===== config.mk =====
export PLATFORM = sky130hd
export DESIGN_NAME = pc_fetch
export DESIGN_NICKNAME = d
export VERILOG_FILES = /design/src/rtl/cpu_pkg.sv /design/src/rtl/pc_next_sel.sv /design/src/rtl/pc_fetch.sv
export SDC_FILE = /design/constraint.sdc
export NUM_CORES = 1
export LEC_CHECK = 0
export BUFFER_PORTS_ARGS = -buffer_cell sky130_fd_sc_hd__buf_4
export CAP_MARGIN = 20
export CORE_MARGIN = 2
export CORE_UTILIZATION = 48
export CTS_BUF_LIST = sky130_fd_sc_hd__clkbuf_8
export CTS_CLUSTER_DIAMETER = 200
export DETAILED_ROUTE_END_ITERATION = 8
export PLACE_DENSITY = 0.88
export SLEW_MARGIN = 0
export SYNTH_ARGS = -nofsm -noshare
export SYNTH_HDL_FRONTEND = slang
export SYNTH_SLANG_ARGS = --single-unit

===== constraint.sdc =====
create_clock -name clk -period 2.9 [get_ports clk]
set_clock_uncertainty 0.2 [all_clocks]
set_input_delay 0.58 -clock clk [delete_from_list [all_inputs] [get_ports clk]]
set_output_delay 0.58 -clock clk [all_outputs]
set_load 0.01 [all_outputs]

===== src/rtl/cpu_pkg.sv =====
// Shared CPU constants: opcodes, instruction field positions, fetch state encoding.
package cpu_pkg;

    // Opcodes (instr[31:26])
    localparam logic [5:0] OP_RTYPE = 6'b000000;
    localparam logic [5:0] OP_J     = 6'b000010;
    localparam logic [5:0] OP_ORI   = 6'b001101;
    localparam logic [5:0] OP_SW    = 6'b101011;
    localparam logic [5:0] OP_LW    = 6'b100011;
    localparam logic [5:0] OP_HALT  = 6'b111111;

    // Instruction field bit positions
    localparam int OP_MSB   = 31;
    localparam int OP_LSB   = 26;
    localparam int RS_MSB   = 25;
    localparam int RS_LSB   = 21;
    localparam int RT_MSB   = 20;
    localparam int RT_LSB   = 16;
    localparam int RD_MSB   = 15;
    localparam int RD_LSB   = 11;
    localparam int IMM_MSB  = 15;
    localparam int IMM_LSB  = 0;
    localparam int FUNC_MSB = 3;
    localparam int FUNC_LSB = 0;

    // Fetch state encoding
    localparam logic [0:0] ST_RUN  = 1'b0;
    localparam logic [0:0] ST_HALT = 1'b1;

    // Sign-extend a 16-bit immediate to 32 bits
    function automatic logic [31:0] sext16(input logic [15:0] imm);
        return {{16{imm[15]}}, imm};
    endfunction

endpackage


===== src/rtl/pc_next_sel.sv =====
// Combinational next-PC / next-state selection for the fetch stage.
module pc_next_sel
    import cpu_pkg::*;
#(
    parameter int unsigned ADDR_W  = 8,
    parameter logic [5:0]  HALT_OP = OP_HALT
) (
    input  logic [ADDR_W-1:0] pc,
    input  logic [ADDR_W-1:0] pc_plus1,
    input  logic [31:0]       instr,
    input  logic [0:0]        state,
    input  logic              stall,
    input  logic              jump,
    input  logic              branch_taken,
    output logic [ADDR_W-1:0] pc_next,
    output logic [0:0]        state_next,
    output logic              retire
);

    logic [31:0] branch_sum;

    // Branch target computed at 32 bits; truncation gives the modulo-2^ADDR_W wrap
    always_comb begin
        branch_sum = {{(32-ADDR_W){1'b0}}, pc_plus1} + sext16(instr[IMM_MSB:IMM_LSB]);
    end

    // Priority: halt state > stall > HALT opcode > jump > branch > sequential
    always_comb begin
        pc_next    = pc;
        state_next = state;
        retire     = 1'b0;
        if (state == ST_RUN && !stall) begin
            retire = 1'b1;
            if (instr[OP_MSB:OP_LSB] == HALT_OP) begin
                state_next = ST_HALT;
            end else if (jump) begin
                pc_next = instr[ADDR_W-1:0];
            end else if (branch_taken) begin
                pc_next = branch_sum[ADDR_W-1:0];
            end else begin
                pc_next = pc_plus1;
            end
        end
    end

endmodule


===== src/rtl/pc_fetch.sv =====
// Instruction-fetch stage: PC register, field split, halt FSM and retire counter.
module pc_fetch
    import cpu_pkg::*;
#(
    parameter int unsigned ADDR_W   = 8,
    parameter logic [ADDR_W-1:0] RESET_PC = '0,
    parameter logic [5:0]  HALT_OP  = OP_HALT
) (
    input  logic              clk,
    input  logic              rst,
    output logic [ADDR_W-1:0] imem_addr,
    input  logic [31:0]       imem_rdata,
    input  logic              stall,
    input  logic              jump,
    input  logic              branch_taken,
    output logic [5:0]        op,
    output logic [3:0]        func,
    output logic [4:0]        rs,
    output logic [4:0]        rt,
    output logic [4:0]        rd,
    output logic [15:0]       imm16,
    output logic [ADDR_W-1:0] pc,
    output logic [ADDR_W-1:0] pc_plus1,
    output logic              valid,
    output logic              halted,
    output logic [31:0]       retired
);

    logic [0:0]        state;
    logic [0:0]        state_next;
    logic [ADDR_W-1:0] pc_next;
    logic              retire;

    pc_next_sel #(
        .ADDR_W  (ADDR_W),
        .HALT_OP (HALT_OP)
    ) u_pc_next_sel (
        .pc           (pc),
        .pc_plus1     (pc_plus1),
        .instr        (imem_rdata),
        .state        (state),
        .stall        (stall),
        .jump         (jump),
        .branch_taken (branch_taken),
        .pc_next      (pc_next),
        .state_next   (state_next),
        .retire       (retire)
    );

    // PC, state and retire counter; reset is asynchronous and overrides everything
    always_ff @(posedge clk or posedge rst) begin
        if (rst) begin
            pc      <= RESET_PC;
            state   <= ST_RUN;
            retired <= '0;
        end else begin
            pc    <= pc_next;
            state <= state_next;
            if (retire) begin
                retired <= retired + 32'd1;
            end
        end
    end

    // Field split and status; op/func zeroed in HALT so downstream writes stay idle
    always_comb begin
        imem_addr = pc;
        pc_plus1  = pc + {{(ADDR_W-1){1'b0}}, 1'b1};
        valid     = (state == ST_RUN);
        halted    = (state == ST_HALT);
        rs        = imem_rdata[RS_MSB:RS_LSB];
        rt        = imem_rdata[RT_MSB:RT_LSB];
        rd        = imem_rdata[RD_MSB:RD_LSB];
        imm16     = imem_rdata[IMM_MSB:IMM_LSB];
        op        = halted ? 6'd0 : imem_rdata[OP_MSB:OP_LSB];
        func      = halted ? 4'd0 : imem_rdata[FUNC_MSB:FUNC_LSB];
    end

endmodule


==> results of run 1 <==
per-layer routing:
layer	vias to the layer above	wire, um	track usage, %
met5	-	0	0
met4	0	66	7.24
met3	10	340	4.07
met2	66	3160	35.8
met1	1038	2660	25.0
li1	1078	-	-
worst max-delay path, stage by stage (launching register included):
cell	delay, ns
dfrtp_1	0.38
ha_1	0.24
xor2_1	0.30
ha_1	0.34
a21oi_1	0.30
a211o_1	0.19
a2111oi_0	0.08
a2111oi_0	0.42
o31ai_1	0.11
metrics by stage:
step                cells  hold slack (ns)
detailed placement    411            0.265
CTS                   418            0.238
finish                419            0.226
global route          419            0.262
global placement      411            0.269
floorplan             287            0.307
state kept, by name, summed over array words and instances, names as in the netlist:
name	flops
retired	32
halted	1
imem_addr	8
placed cells by master, fill, tap and decap left out, types with 2 or more instances in the layout:
| cell type | n |
|---|---|
| a2111oi_0 | 2 |
| a211oi_1 | 3 |
| a21oi_1 | 14 |
| a31oi_1 | 2 |
| and2_1 | 2 |
| and3_1 | 6 |
| and3_2 | 2 |
| and4_1 | 3 |
| buf_4 | 98 |
| clkbuf_8 | 5 |
| dfrtp_1 | 40 |
| ha_1 | 10 |
| inv_1 | 8 |
| mux2i_1 | 2 |
| nand2_1 | 26 |
| nand2b_1 | 2 |
| nand3_1 | 15 |
| nand4_1 | 7 |
| nor2_1 | 9 |
| nor2b_1 | 12 |
| nor3_1 | 4 |
| nor4_4 | 2 |
| o211ai_1 | 2 |
| o21ai_0 | 5 |
| o31ai_1 | 4 |
| xnor2_1 | 27 |
| xor2_1 | 12 |
worst paths after layout:
check	end	depth (start not counted)	slack, ns	from
setup / recovery	imem_addr[7]	8	0.22	imem_addr[0]
max in group asynchronous	imem_addr[2]	3	1.90	rst
min in group clk	retired[31]	1	0.29	retired[31]
hold reg to reg	retired[31]	1	0.29	retired[31]
setup reg to reg	imem_addr[7]	8	0.22	imem_addr[0]
hold / removal	retired[19]	3	0.23	rst
report_power, final:
group / total [W] / switching [W] / leakage (nW) / internal, W
Clock: 0.000440 / 0.000190 / 0.0540 / 0.000250
Combinational: 0.000235 / 0.000125 / 1.10 / 0.000110
Sequential: 0.000592 / 0.0000126 / 0.553 / 0.000580
Total: 0.00127 / 0.000328 / 1.71 / 0.000940
cell families after synthesis:
logic type / after synthesis / synth area share, %
and+or+nand+nor: 99 / 21.4
muxes: 3 / 1.14
DFF: 41 / 37.5
adders and majority gates: 11 / 5.30
buffers and inverters: 53 / 12.7
xor gates and xnor gates: 39 / 12.5
AOI/OAI and AO/OA: 41 / 9.59
layout make-up:
type | count | share of cell area (%)
sequential | 41 | 30.6
inverter | 8 | 0.896
clock inverter | 2 | 1.04
clock buffer | 5 | 2.05
multi-input combinational | 193 | 40.7
tap | 72 | 2.69
timing repair buffer | 98 | 21.9
==> metrics.txt, run 1 <==
Hold Vio Cnt, Final 0; Seq/Total Area, Yosys 37.5%; Final Max Tran Viols 0; Synth Instances around 290; # Post-CTS Setup Buffers 0; ANT nets after route 0; Setup WS pre-CTS ~0.18 ns; Vias 2192; Max VDD drop approximately 0.00025 V; PwrDens 378 mW/mm^2; final net count just under 400; die width roughly 80 um; CTS Sinks around 40; GR Overflow Total 0; Die ar. 0.00633 mm^2; port buffer count between 90 and 100; Ant. Diodes 0; status finished clean; Root Buffer clkbuf_8; Syn Nets between 300 and 400; htree depth 2; Synth Register Bits 41; synth unique cells 48; top cells by area, synth dfrtp_1, buf_4, xnor2_1, ha_1, xor2_1; Core Area 0.00551 mm^2; total routed wirelength 6230 um; P_leak about 1.7 nW; drt wl/cell 14.9 um; post-cts sizing count 0; Area after DPL 0.00324 mm^2; # DRC 0; # IOs roughly 140; FP Rows 27; critical path required time roughly 2.9 ns; number of global-route vias before repair around 2200; Synth top area share a little under two fifths; largest net degree at the start of global routing 42; Storage cell area between 0.001 and 0.0015 mm^2; fin crit share 92.5%; worst hold path type in2async; CTS Hold Buffers Added 0; Setup CP Type reg2reg; DR pass1 iterations 4; Slew @ Worst Pin ~0.53 ns; Syn Area/Cell 9.54 um^2; buffers from clock root to sink, at most 2; setup TNS 0 ns; max capacitance violation total 0; Final setup viols 0; initial antenna violation count 0; Max Freq around 0.37 GHz; layout filler cell count around 500; chip height just under 80 um; most frequent cell after synthesis dfrtp_1; CP max FO 4; Tmin final between 2 and 3 ns; Initial DRC Count 36; drt via density roughly 5.2; Synth warnings 0; clock slew at reported path FFs about 0.080 ns; post-layout util between 60 and 70%; leading area contributor after synthesis dfrtp_1; GPL Wtd Cong ~0.86; area of the multi-input gates 0.00137 mm^2; unrepaired setup endpoints after global routing no; CP startpoint kind register; synthesized cell area roughly 0.0027 mm^2; CTS tree yes; Post-synth EDFFs 0; Power Total 0.00127 W; first-pass GRT wire length 10400 um; design area about 0.0034 mm^2; slack of the critical path approximately 0.22 ns; Initial Util just under 50%; Inserted Clock Buffers 5; CP Capture Type register; Global Route Usage Sum 20.5%; fraction of registers with async set/reset 100%; dpl hpwl around 5000 um; max_slew headroom 64.5%; CP arrival approximately 2.7 ns; share of cells above drive strength 1 33.4%; top cells by count, synth dfrtp_1, buf_4, xnor2_1, nand2_1, nand3_1; dominant synthesized flop cell dfrtp_1; Area Growth Syn to Fin 22.4%; Clock Latency Late Sink about 0.29 ns
Note: power is estimated with default switching activity, not from simulation.
==> run 2, diff against run 1 <==
- CORE_ASPECT_RATIO: unset -> 1.4
- TNS_END_PERCENT: unset -> 5
==> run 2 against run 1 <==
  * Via count rose by 3.0%
  * Fmax fell by 2.2%
  * Register-to-register slack got worse by 0.06 ns
  * Non-clock buffer count fell by 2
  * Sequential power rose by 0.7%
  * Global-route usage rose by 0.74 points
  * Flip-flop and latch count did not move
  * Core utilization rose by 0.65 points
  * Cell count fell by 1.2%
  * Worst hold slack got worse by 0.016 ns
  * Die area rose by 0.13%
  * Largest cell class unchanged
==> metrics.txt, run 2 (synthesis results as in run 1) <==
CP arrival approximately 2.7 ns; dpl hpwl 5140 um; chip height between 90 and 100 um; Setup CP Type reg2reg; CTS Hold Buffers Added 0; unrepaired setup endpoints after global routing no; Final setup viols 0; share of cells above drive strength 1 a little over a third; # DRC 0; Tmin final approximately 2.7 ns; Hold WS about 0.21 ns; max capacitance violation total 0; commonest cells after routing, fill and taps aside buf_4, dfrtp_1, nand2_1, xnor2_1, nand3_1; status finished clean; largest net degree at the start of global routing 26; Clock Latency Late Sink ~0.29 ns; worst hold path type in2async; CP Capture Type register; Final Max Tran Viols 0; Initial Util about half; layout filler cell count roughly 480; drt via density 5.45; setup TNS 0 ns; CP startpoint kind register; Ant. Diodes 0; initial antenna violation count 0; Max VDD drop about 0.00022 V; CTS Sinks 41; max reg flops 32; critical path required time just under 3 ns; Max Freq between 0.3 and 0.4 GHz; Slew @ Worst Pin slightly above 0.7 ns; buffers from clock root to sink, at most 2; Die ar. 0.00633 mm^2; ANT nets after route 0; P_leak roughly 1.7 nW; number of global-route vias before repair about 2300; CP max FO 8; leading cell type in the layout, fill and taps excluded buf_4; htree depth 2; first-pass GRT wire length 10400 um; Hold Vio Cnt, Final 0; drt wl/cell ~16 um; Initial DRC Count about 110; Largest Register retired; FP Rows 32; Core Area 0.00553 mm^2; fin crit share between 90% and 100%; DR pass1 iterations 4; FF-to-FF path depth 10; Global Route Usage Sum approximately a fifth; GR Overflow Total 0; # IOs about 140; Area Growth Syn to Fin 24.2%; Vias around 2300; clock slew at reported path FFs approximately 0.080 ns; Root Buffer clkbuf_8; max_slew headroom between 50% and 60%; final net count between 300 and 400; PwrDens between 400 and 500 mW/mm^2; GPL Wtd Cong a little under 0.9; CTS tree yes; Inserted Clock Buffers 5; total routed wirelength 6580 um; die width 67.8 um; port buffer count 94
-- run 2: per-layer routing --
layer  global-route usage, %  vias to the layer above  part of all wire, %
met5                       0                        -                    0
met4                    5.83                        0                 0.91
met3                    6.38                        8                  6.8
met2                    39.6                       81                   55
met1                    22.2                     1094                   37
li1                        -                     1075                    -
-- run 2: final timing paths --
path                              startpoint      endpoint  slack, ns
max in group asynchronous                rst  imem_addr[0]       1.70
worst min-delay path                     rst    retired[9]       0.21
worst max-delay path            imem_addr[0]  imem_addr[7]       0.16
worst min register to register   retired[31]   retired[31]       0.27
worst max register to register  imem_addr[0]  imem_addr[7]       0.16
min in group clk                 retired[31]   retired[31]       0.27
-- run 2: final cells by class --
class	count	area (um^2)	share of cell area [%]
multi-input combinational	193	1390	40.9
timing repair buffer	96	733	21.6
tap	68	85.1	2.50
inverter	8	30.0	0.883
clock buffer	5	68.8	2.02
sequential	41	1030	30.2
clock inverter	3	65.1	1.91
-- run 2: metrics by stage --
step	total power [W]	std cells	cell area [um^2]	utilization, %	setup slack, ns
floorplan	0.000782	287	2740	-	0.171
finish	0.00138	414	3400	61.5	0.158
global placement	0.000833	405	3230	58.5	0.208
detailed placement	0.000840	405	3230	58.5	0.114
CTS	0.00139	413	3370	60.9	0.0783
global route	0.00145	414	3400	61.5	0.0215
-- run 2: worst max-delay path, stage by stage, from the launching register on --
cell       delay [ns]
dfrtp_2          0.46
ha_1             0.25
inv_1            0.07
nor2_1           0.05
xor2_1           0.17
ha_1             0.37
nand2_1          0.12
a211o_1          0.25
a2111oi_0        0.39
a2111oi_0        0.12
o31ai_1          0.20
-- run 2: timing repair --
action,CTS,global route
endpoints found under the setup margin,0,2
gates resized for setup,0,7
setup buffers,0,0
-- run 2: report_power, final --
| group | internal, W | total (W) | switching (W) |
|---|---|---|---|
| Combinational | 0.000113 | 0.000242 | 0.000129 |
| Clock | 0.000342 | 0.000544 | 0.000202 |
| Sequential | 0.000580 | 0.000596 | 0.0000160 |
